--- src/rtl/decode_queue.sv ---
// RV32I decode stage: decodes each accepted word and buffers the record in a DEPTH-entry FIFO.
// Optional feature macro: DECODE_CSR_EN (CSR instructions and mret/sret/wfi decode).
module decode_queue #(
  parameter int unsigned DEPTH = 4,
  parameter int unsigned PC_W  = 32
) (
  input  logic                   clk,
  input  logic                   rst_n,
  input  logic                   flush,
  input  logic                   in_valid,
  output logic                   in_ready,
  input  logic [31:0]            in_instr,
  input  logic [PC_W-1:0]        in_pc,
  output logic                   out_valid,
  input  logic                   out_ready,
  output logic [PC_W-1:0]        out_pc,
  output logic [47:0]            out_flags,
  output logic [4:0]             out_rd,
  output logic [4:0]             out_rs1,
  output logic [4:0]             out_rs2,
  output logic [31:0]            out_imm,
  output logic                   out_illegal,
  output logic [$clog2(DEPTH):0] count
);

  localparam int unsigned AW = $clog2(DEPTH);
  localparam int unsigned CW = AW + 1;

  typedef struct packed {
    logic [PC_W-1:0] pc;
    logic [47:0]     flags;
    logic [4:0]      rd;
    logic [4:0]      rs1;
    logic [4:0]      rs2;
    logic [31:0]     imm;
    logic            illegal;
  } entry_t;

  logic [47:0] dec_flags;
  logic [31:0] dec_imm;
  logic        dec_ill;
  logic [31:0] imm_i, imm_s, imm_b, imm_u, imm_j;

  assign imm_i = {{20{in_instr[31]}}, in_instr[31:20]};
  assign imm_s = {{20{in_instr[31]}}, in_instr[31:25], in_instr[11:7]};
  assign imm_b = {{19{in_instr[31]}}, in_instr[31], in_instr[7], in_instr[30:25], in_instr[11:8], 1'b0};
  assign imm_u = {in_instr[31:12], 12'b0};
  assign imm_j = {{11{in_instr[31]}}, in_instr[31], in_instr[19:12], in_instr[20], in_instr[30:21], 1'b0};

  always_comb begin
    dec_flags = '0;
    dec_imm   = '0;
    dec_ill   = 1'b0;
    if (in_instr == 32'h0) begin
      dec_ill = 1'b0;
    end else if (in_instr[1:0] != 2'b11) begin
      dec_ill = 1'b1;
    end else begin
      case (in_instr[6:2])
        5'b01101: begin dec_flags[28] = 1'b1; dec_imm = imm_u; end
        5'b00101: begin dec_flags[8]  = 1'b1; dec_imm = imm_u; end
        5'b11011: begin dec_flags[7]  = 1'b1; dec_imm = imm_j; end
        5'b11001: begin
          dec_flags[6] = 1'b1;
          dec_imm      = imm_i;
          dec_ill      = (in_instr[14:12] != 3'b000);
        end
        5'b11000: begin
          dec_imm = imm_b;
          case (in_instr[14:12])
            3'b000:  dec_flags[0] = 1'b1;
            3'b001:  dec_flags[5] = 1'b1;
            3'b100:  dec_flags[3] = 1'b1;
            3'b101:  dec_flags[1] = 1'b1;
            3'b110:  dec_flags[4] = 1'b1;
            3'b111:  dec_flags[2] = 1'b1;
            default: dec_ill = 1'b1;
          endcase
        end
        5'b00000: begin
          dec_imm = imm_i;
          case (in_instr[14:12])
            3'b000:  dec_flags[29] = 1'b1;
            3'b001:  dec_flags[31] = 1'b1;
            3'b010:  dec_flags[33] = 1'b1;
            3'b100:  dec_flags[30] = 1'b1;
            3'b101:  dec_flags[32] = 1'b1;
            default: dec_ill = 1'b1;
          endcase
        end
        5'b01000: begin
          dec_imm = imm_s;
          case (in_instr[14:12])
            3'b000:  dec_flags[34] = 1'b1;
            3'b001:  dec_flags[35] = 1'b1;
            3'b010:  dec_flags[36] = 1'b1;
            default: dec_ill = 1'b1;
          endcase
        end
        5'b00100: begin
          dec_imm = imm_i;
          case (in_instr[14:12])
            3'b000: dec_flags[9]  = 1'b1;
            3'b010: dec_flags[13] = 1'b1;
            3'b011: dec_flags[14] = 1'b1;
            3'b100: dec_flags[17] = 1'b1;
            3'b110: dec_flags[11] = 1'b1;
            3'b111: dec_flags[10] = 1'b1;
            3'b001: begin dec_flags[12] = 1'b1; dec_ill = in_instr[25]; end
            default: begin
              if (in_instr[30]) dec_flags[15] = 1'b1;
              else              dec_flags[16] = 1'b1;
              dec_ill = in_instr[25];
            end
          endcase
        end
        5'b01100: begin
          case (in_instr[14:12])
            3'b000:  if (in_instr[30]) dec_flags[26] = 1'b1; else dec_flags[18] = 1'b1;
            3'b001:  dec_flags[21] = 1'b1;
            3'b010:  dec_flags[22] = 1'b1;
            3'b011:  dec_flags[23] = 1'b1;
            3'b100:  dec_flags[27] = 1'b1;
            3'b101:  if (in_instr[30]) dec_flags[24] = 1'b1; else dec_flags[25] = 1'b1;
            3'b110:  dec_flags[20] = 1'b1;
            default: dec_flags[19] = 1'b1;
          endcase
        end
        5'b11100: begin
          dec_imm = imm_i;
          if (in_instr[14:12] == 3'b000) begin
            case (in_instr)
              32'h00000073: dec_flags[44] = 1'b1;
              32'h00100073: dec_flags[43] = 1'b1;
`ifdef DECODE_CSR_EN
              32'h30200073: dec_flags[45] = 1'b1;
              32'h10200073: dec_flags[46] = 1'b1;
              32'h10500073: dec_flags[47] = 1'b1;
`endif
              default:      dec_ill = 1'b1;
            endcase
          end else begin
`ifdef DECODE_CSR_EN
            // Immediate CSR forms carry the zero-extended rs1 field instead of the CSR address.
            if (in_instr[14]) dec_imm = {27'b0, in_instr[19:15]};
            case (in_instr[14:12])
              3'b001:  dec_flags[41] = 1'b1;
              3'b010:  dec_flags[39] = 1'b1;
              3'b011:  dec_flags[37] = 1'b1;
              3'b101:  dec_flags[42] = 1'b1;
              3'b110:  dec_flags[40] = 1'b1;
              3'b111:  dec_flags[38] = 1'b1;
              default: dec_ill = 1'b1;
            endcase
`else
            dec_ill = 1'b1;
`endif
          end
        end
        default: dec_ill = 1'b1;
      endcase
    end
    if (dec_ill) begin
      dec_flags = '0;
      dec_imm   = '0;
    end
  end

  entry_t          mem [DEPTH];
  entry_t          head_e;
  logic [AW-1:0]   head_q, head_d, tail_q, tail_d;
  logic [CW-1:0]   count_q, count_d;
  logic            push, pop;

  assign in_ready  = (count_q != CW'(DEPTH));
  assign out_valid = (count_q != '0);
  assign push      = in_valid && in_ready && !flush;
  assign pop       = out_valid && out_ready && !flush;

  always_comb begin
    head_d  = head_q + AW'(pop);
    tail_d  = tail_q + AW'(push);
    count_d = count_q + CW'(push) - CW'(pop);
    if (flush) begin
      head_d  = '0;
      tail_d  = '0;
      count_d = '0;
    end
  end

  always_ff @(posedge clk or negedge rst_n) begin
    if (!rst_n) begin
      head_q  <= '0;
      tail_q  <= '0;
      count_q <= '0;
    end else begin
      head_q  <= head_d;
      tail_q  <= tail_d;
      count_q <= count_d;
    end
  end

  always_ff @(posedge clk) begin
    if (push) begin
      mem[tail_q] <= '{pc: in_pc, flags: dec_flags, rd: in_instr[11:7], rs1: in_instr[19:15],
                       rs2: in_instr[24:20], imm: dec_imm, illegal: dec_ill};
    end
  end

  // Fields read as zero whenever the queue is empty, so storage needs no reset.
  assign head_e      = mem[head_q];
  assign out_pc      = out_valid ? head_e.pc      : '0;
  assign out_flags   = out_valid ? head_e.flags   : '0;
  assign out_rd      = out_valid ? head_e.rd      : '0;
  assign out_rs1     = out_valid ? head_e.rs1     : '0;
  assign out_rs2     = out_valid ? head_e.rs2     : '0;
  assign out_imm     = out_valid ? head_e.imm     : '0;
  assign out_illegal = out_valid ? head_e.illegal : 1'b0;
  assign count       = count_q;

endmodule

--- config.mk ---
export PLATFORM = sky130hd
export DESIGN_NAME = decode_queue
export DESIGN_NICKNAME = d
export VERILOG_FILES = /design/src/rtl/decode_queue.sv
export SDC_FILE = /design/constraint.sdc
export NUM_CORES = 1
export LEC_CHECK = 0
export CORE_MARGIN = 1
export CORE_UTILIZATION = 45
export CTS_BUF_LIST = sky130_fd_sc_hd__clkbuf_4 sky130_fd_sc_hd__clkbuf_8 sky130_fd_sc_hd__clkbuf_16
export CTS_CLUSTER_DIAMETER = 60
export DETAILED_ROUTE_END_ITERATION = 8
export PLACE_DENSITY = 0.69
export RECOVER_POWER = 100
export SLEW_MARGIN = 20
export SYNTH_ARGS = -nofsm -noshare
export SYNTH_HDL_FRONTEND = slang
export SYNTH_SLANG_ARGS = --single-unit
--- constraint.sdc ---
create_clock -name clk -period 27.6 [get_ports clk]
set_input_delay 5.52 -clock clk [delete_from_list [all_inputs] [get_ports clk]]
set_output_delay 5.52 -clock clk [all_outputs]
set_load 0.01 [all_outputs]
# Word-level counts from Yosys, hierarchy flattened
# Memories as Yosys holds them, arrays and structs flattened.
# Cells that the tools add are included.
[classes]
add_sub_neg = 4
eq_ne = 20
n_mux = 58
n_reduce_logical = 20
[ops]
columns = ["cell", "count"]
rows = [
  ["$mux W32", 5],
  ["$pmux W32 S5", 1],
  ["$mux W37", 2],
  ["$mux W48", 1],
  ["$mux W45", 1],
  ["$eq A32 B21 Y1 const B", 1],
  ["$eq A32 B7 Y1 const B", 1],
  ["$logic_not A32 Y1", 1],
  ["$mux W1", 30],
  ["$eq A5 B5 Y1 const B", 4],
  ["$mux W5", 4],
  ["$mux W2", 8],
  ["$eq A5 B4 Y1 const B", 3],
  ["$reduce_or A7 Y1", 2],
  ["$eq A3 B3 Y1 const B", 4],
  ["$reduce_or A6 Y1", 2],
  ["$eq A5 B3 Y1 const B", 2],
  ["$mux W10", 1],
  ["$mux W9", 1],
  ["$reduce_or A4 Y1", 2],
  ["$pmux W1 S7", 1],
  ["$eq A3 B2 Y1 const B", 2],
  ["$mux W3", 2],
  ["$mux W6", 1],
  ["other kinds (14)", 20],
]
[totals]
register_bits = 7
mem_bits_rw = 500
input_bits = 69
out_inout_bits = 133
mem_count = 1
[mem_list]
columns = ["name", "words", "word_bits", "read_ports", "rd_ports_with_merged_regs", "wr", "line_no", "text"]
rows = [
  ["mem", 4, 125, 1, 0, 1, "169", "entry_t mem [DEPTH];"],
]

# Logic depth before layout (Yosys ltp)
[logic_depth]
word_depth = 8
depth_mapped = 10
depth_no_buf = 10

# Worst setup path after synthesis
# No wires, ideal clock.
[synth_timing]
path_kind = "input port to flip-flop"
from = "input port flush"
to = "memory mem[2][0] (netlist name) (enable)"
setup_time_ns = 0.768
arrival_time_ns = 14.425
t_required_ns = 26.832
path_slack_ns = 12.408
cell_stages = 2
path_cell_list = "nand3b_1 nor3b_1"
[synth_between]
elab_chain_len = 4
[synth_lines]
columns = ["item", "line_no", "text"]
rows = [
  ["from (decl)", "9", "input logic flush,"],
  ["$logic_not A1 Y1", "177", "assign push = in_valid && in_ready && !flush;"],
  ["$logic_and A1 B1 Y1", "177", ""],
  ["$mux W1", "204", "if (push) begin"],
  ["$mux W1 (implied by the code)", "205", "mem[tail_q] <= '{pc: in_pc, flags: dec_flags, rd: in_instr[11:7], rs1: in_instr[19:15],"],
  ["to (decl)", "169", ""],
]
# Every way passes these cells.

# Worst setup path after layout
[layout_timing]
from = "register head_q[0]"
to = "output port out_rs2[0]"
[layout_between]
elab_chain_len = 2
[layout_lines]
columns = ["item", "line_no", "text"]
rows = [
  ["from (decl)", "171", "logic [AW-1:0] head_q, head_d, tail_q, tail_d;"],
  ["from (signal assigned)", "193", "head_q <= '0;"],
  ["from (signal assigned)", "197", "head_q <= head_d;"],
  ["$mem_v2 Z4 W125", "n/a", ""],
  ["$mux W5", "216", "assign out_rs2 = out_valid ? head_e.rs2 : '0;"],
  ["to (decl)", "20", "output logic [4:0] out_rs2,"],
]
# Every way passes these cells.

==> flow_summary.ini <==
[status]
run_status = complete, but fails checks
failed_checks = max-capacitance violations, max-slew violations

[floorplanning]
floorplan.die_area_mm2 = 0.0439
initial_core_util_pct = 45.8
placement_rows = 75
die_y_um = 209
die-width_um = 209
io-pin-count = 202
coreArea_mm2 = 0.0422

[clock_network]
cts_tree = built
numCtsBuffers = 51
number_of_setup_buffers_added_after_cts = 0
post_cts_resized = 0
clock_tree.htree_level_count = 2
clock_insertion_delay_worst_skew_ps = 580
number_of_buffers_on_the_longest_clock_path = 3
cts_hold_buf = 0
clock_tree.root_cell = clkbuf_16
clk_transition_reported_paths_ps = 60
clock-sinks = 483

[global_route]
grt_pass1_vias = 10283
overflow = 0
antenna_found_initial = 6
grt_start_max_net_pins = 74
grt_first_pass_wirelength_um = 64500
grt_util_all_layers_pct = 19.9

[cells_and_area]
drive_above_1_share_pct = 17.1
nFillCells = 3317
finish.instance_area_mm2 = 0.0234
final_nets = 1281
finalCoreUtilization_pct = 55.4
leading_cell_types_in_the_layout_fill_and_taps_excluded = edfxtp_1, dlygate4sd3_1, mux4_2, and2_1, clkbuf_16
flow.area_growth_from_synthesis_pct = 20.9
final_common_cell = edfxtp_1

[worst_setup_path]
critical_path_class = flip-flop to output port
path_common_cell = clkbuf_1
cp_max_fo = 36
cp_cell_sequence = clkbuf_1 > clkbuf_1 > mux4_2 > and2_1 > dlygate4sd3_1
path_buf_inv = 3
crit_path_end_kind = output port
critPathSlowestCell = clkbuf_1
crit_family = buffers and inverters
max_stage_delay_ps = 2380
worst_ep_required_time_ps = 22080
cp_data_arrival_time_ps = 7970
startpoint_type = flip-flop

[logic_synthesis]
synth_cells = 998
proportion_of_synthesized_chip_area_in_sequential_cells_pct = 74.7
postSynthRegisterBits = 483
post_synth_num_cell_types = 45
count_of_flip_flops_with_a_built_in_enable_after_synthesis = 476
mapped_cell_area_mm2 = 0.0194
post_synth_main_area_contributors = edfxtp_1, mux4_2, and2_1
async_flop_share_pct = 1.45
synth_top_area_share_pct = 73.8
synth_area_per_cell_um2 = 19.4
synth_largest_area_cell = edfxtp_1
synth.yosys.warnings = 0
synth-main-ff-cell = edfxtp_1

[detailed_routing]
drt.antenna.violating_nets = 0
wl_per_cell_um = 23.9
detail_route.first_pass.iterations = 5
drtIter0Drc = 720
drc = 0
route.final.wire_length_um = 42700
drt-vias-per-instance = 5.59
dr_total_vias = 9984

[sta]
report.final.hold_viol_count = 0
timing.fmax_mhz = 74.1
layout_min_cycle_time_ps = 13490
slew_headroom_pct = -122
worst_max_slew_pin_slew_ps = 3330
final_max_slew_viol_count = 702
setup_viol = 0
post-route-period-util_pct = 48.9
worst_clock_skew_ps = 15.5
grt_setup_unrepaired = false
total_negative_setup_slacks_ps = 0

[place]
placed_area_mm2 = 0.0219
dpl.hpwl_um = 26400
globalplace.congestion = 0.817
io_buffers = 192

[power]
irDropWorstVdd_mv = 0.0522
powerDensity_mw_per_mm2 = 81.6
static-leakage-power_nw = 7.73

[worst_hold_path]
min_delay_worst_type = flip-flop to flip-flop

[job]
maxCapViolCount = 18
-- final cells by class --
cell class,instances,area [µm²],share of cell area [%]
Timing Repair Buffer,212,2010,8.60
Antenna cell,2,5.00,0.0214
Clock inverter,20,194,0.829
Clock buffer,71,1430,6.12
Inverter,7,26.3,0.112
Sequential cell,483,14500,61.8
Tap cell,539,674,2.88
Multi-Input combinational cell,452,4590,19.6
-- metal layers --
| layer | GRT usage (%) | wire length [µm] | part of all wire, % | vias to the layer above |
|---|---|---|---|---|
| li1 | - | - | - | 4379 |
| met1 | 27.5 | 18100 | 42 | 5202 |
| met2 | 31.5 | 20900 | 49 | 329 |
| met3 | 4.61 | 2760 | 6.5 | 66 |
| met4 | 6.26 | 980 | 2.3 | 8 |
| met5 | 0 | 50 | 0.12 | - |
-- per-stage QoR --
stage | total power [mW] | hold slack (ps) | worst slack (ps) | cells
floorplan | 1.07 | 548 | 12410 | 1006
global placement | 1.29 | 637 | 18460 | 1693
detailed placement | 1.29 | 664 | 18450 | 1693
CTS | 1.96 | 676 | 17830 | 1784
global route | 1.99 | 634 | 12950 | 1784
finish | 1.91 | 613 | 14110 | 1786
-- synth_stat cells, types with 2 or more instances --
cell        n
edfxtp_1  476
and2_1    119
mux4_2    119
nor2_1     46
nand2_1    33
clkbuf_1   26
a21oi_1    22
buf_1      20
nor3_1     16
and3_1     11
buf_2       9
buf_4       9
nor2b_1     9
nor4_1      8
dfrtp_1     7
inv_1       7
o21ai_0     7
a22oi_1     6
nand3_1     6
ha_1        4
nand2b_1    4
nand3b_1    4
xnor2_1     3
and3b_1     2
and4_1      2
nor3b_1     2
o21a_1      2
or2_2       2
-- final timing paths --
| kind | slack (ps) | startpoint | cells past startpoint | endpoint |
|---|---|---|---|---|
| worst max register to register | 21990 | count[1] | 10 | count[2] |
| worst min-delay path | 610 | tail_q[1] | 2 | tail_q[1] |
| worst min register to register | 610 | tail_q[1] | 2 | tail_q[1] |
| worst max-delay path | 14110 | head_q[0] | 5 | out_rs2[0] |
| max in group asynchronous | 22050 | rst_n | 1 | head_q[1] |
| min in group asynchronous | 5270 | rst_n | 1 | count[0] |
-- sequential cells by signal (all words and copies together), names as in the netlist --
| register | count |
|---|---|
| tail_q | 2 |
| head_q | 2 |
| mem | 476 |
| count | 3 |
-- report_power, final --
group          switching [mW]  leakage, nW  total [mW]  internal [mW]
logic                   0.196         2.32       0.403          0.207
clock network           0.270        0.822       0.662          0.391
registers              0.0135         4.59       0.844          0.831
-- worst register-to-register path: cells and delay by family (launching register included) --
kind / cells / cell delay, ps
buf+inv: 3 / 2530
fa+ha+maj: 3 / 790
flops: 1 / 440
xor+xnor: 1 / 160
simple gates: 3 / 1580
-- kinds of logic after synthesis --
group / Yosys count / synth area share [%]
other: 1 / 0.0194
multiplexers: 119 / 13.8
AO/OA/AOI/OAI: 46 / 1.57
buffers and inverters: 71 / 1.61
adder cells (fa/ha/maj): 5 / 0.362
XOR/XNOR: 4 / 0.181
flip-flops: 483 / 74.7
AND/OR/NAND/NOR: 269 / 7.67
Note: power is estimated with default switching activity, not from simulation.
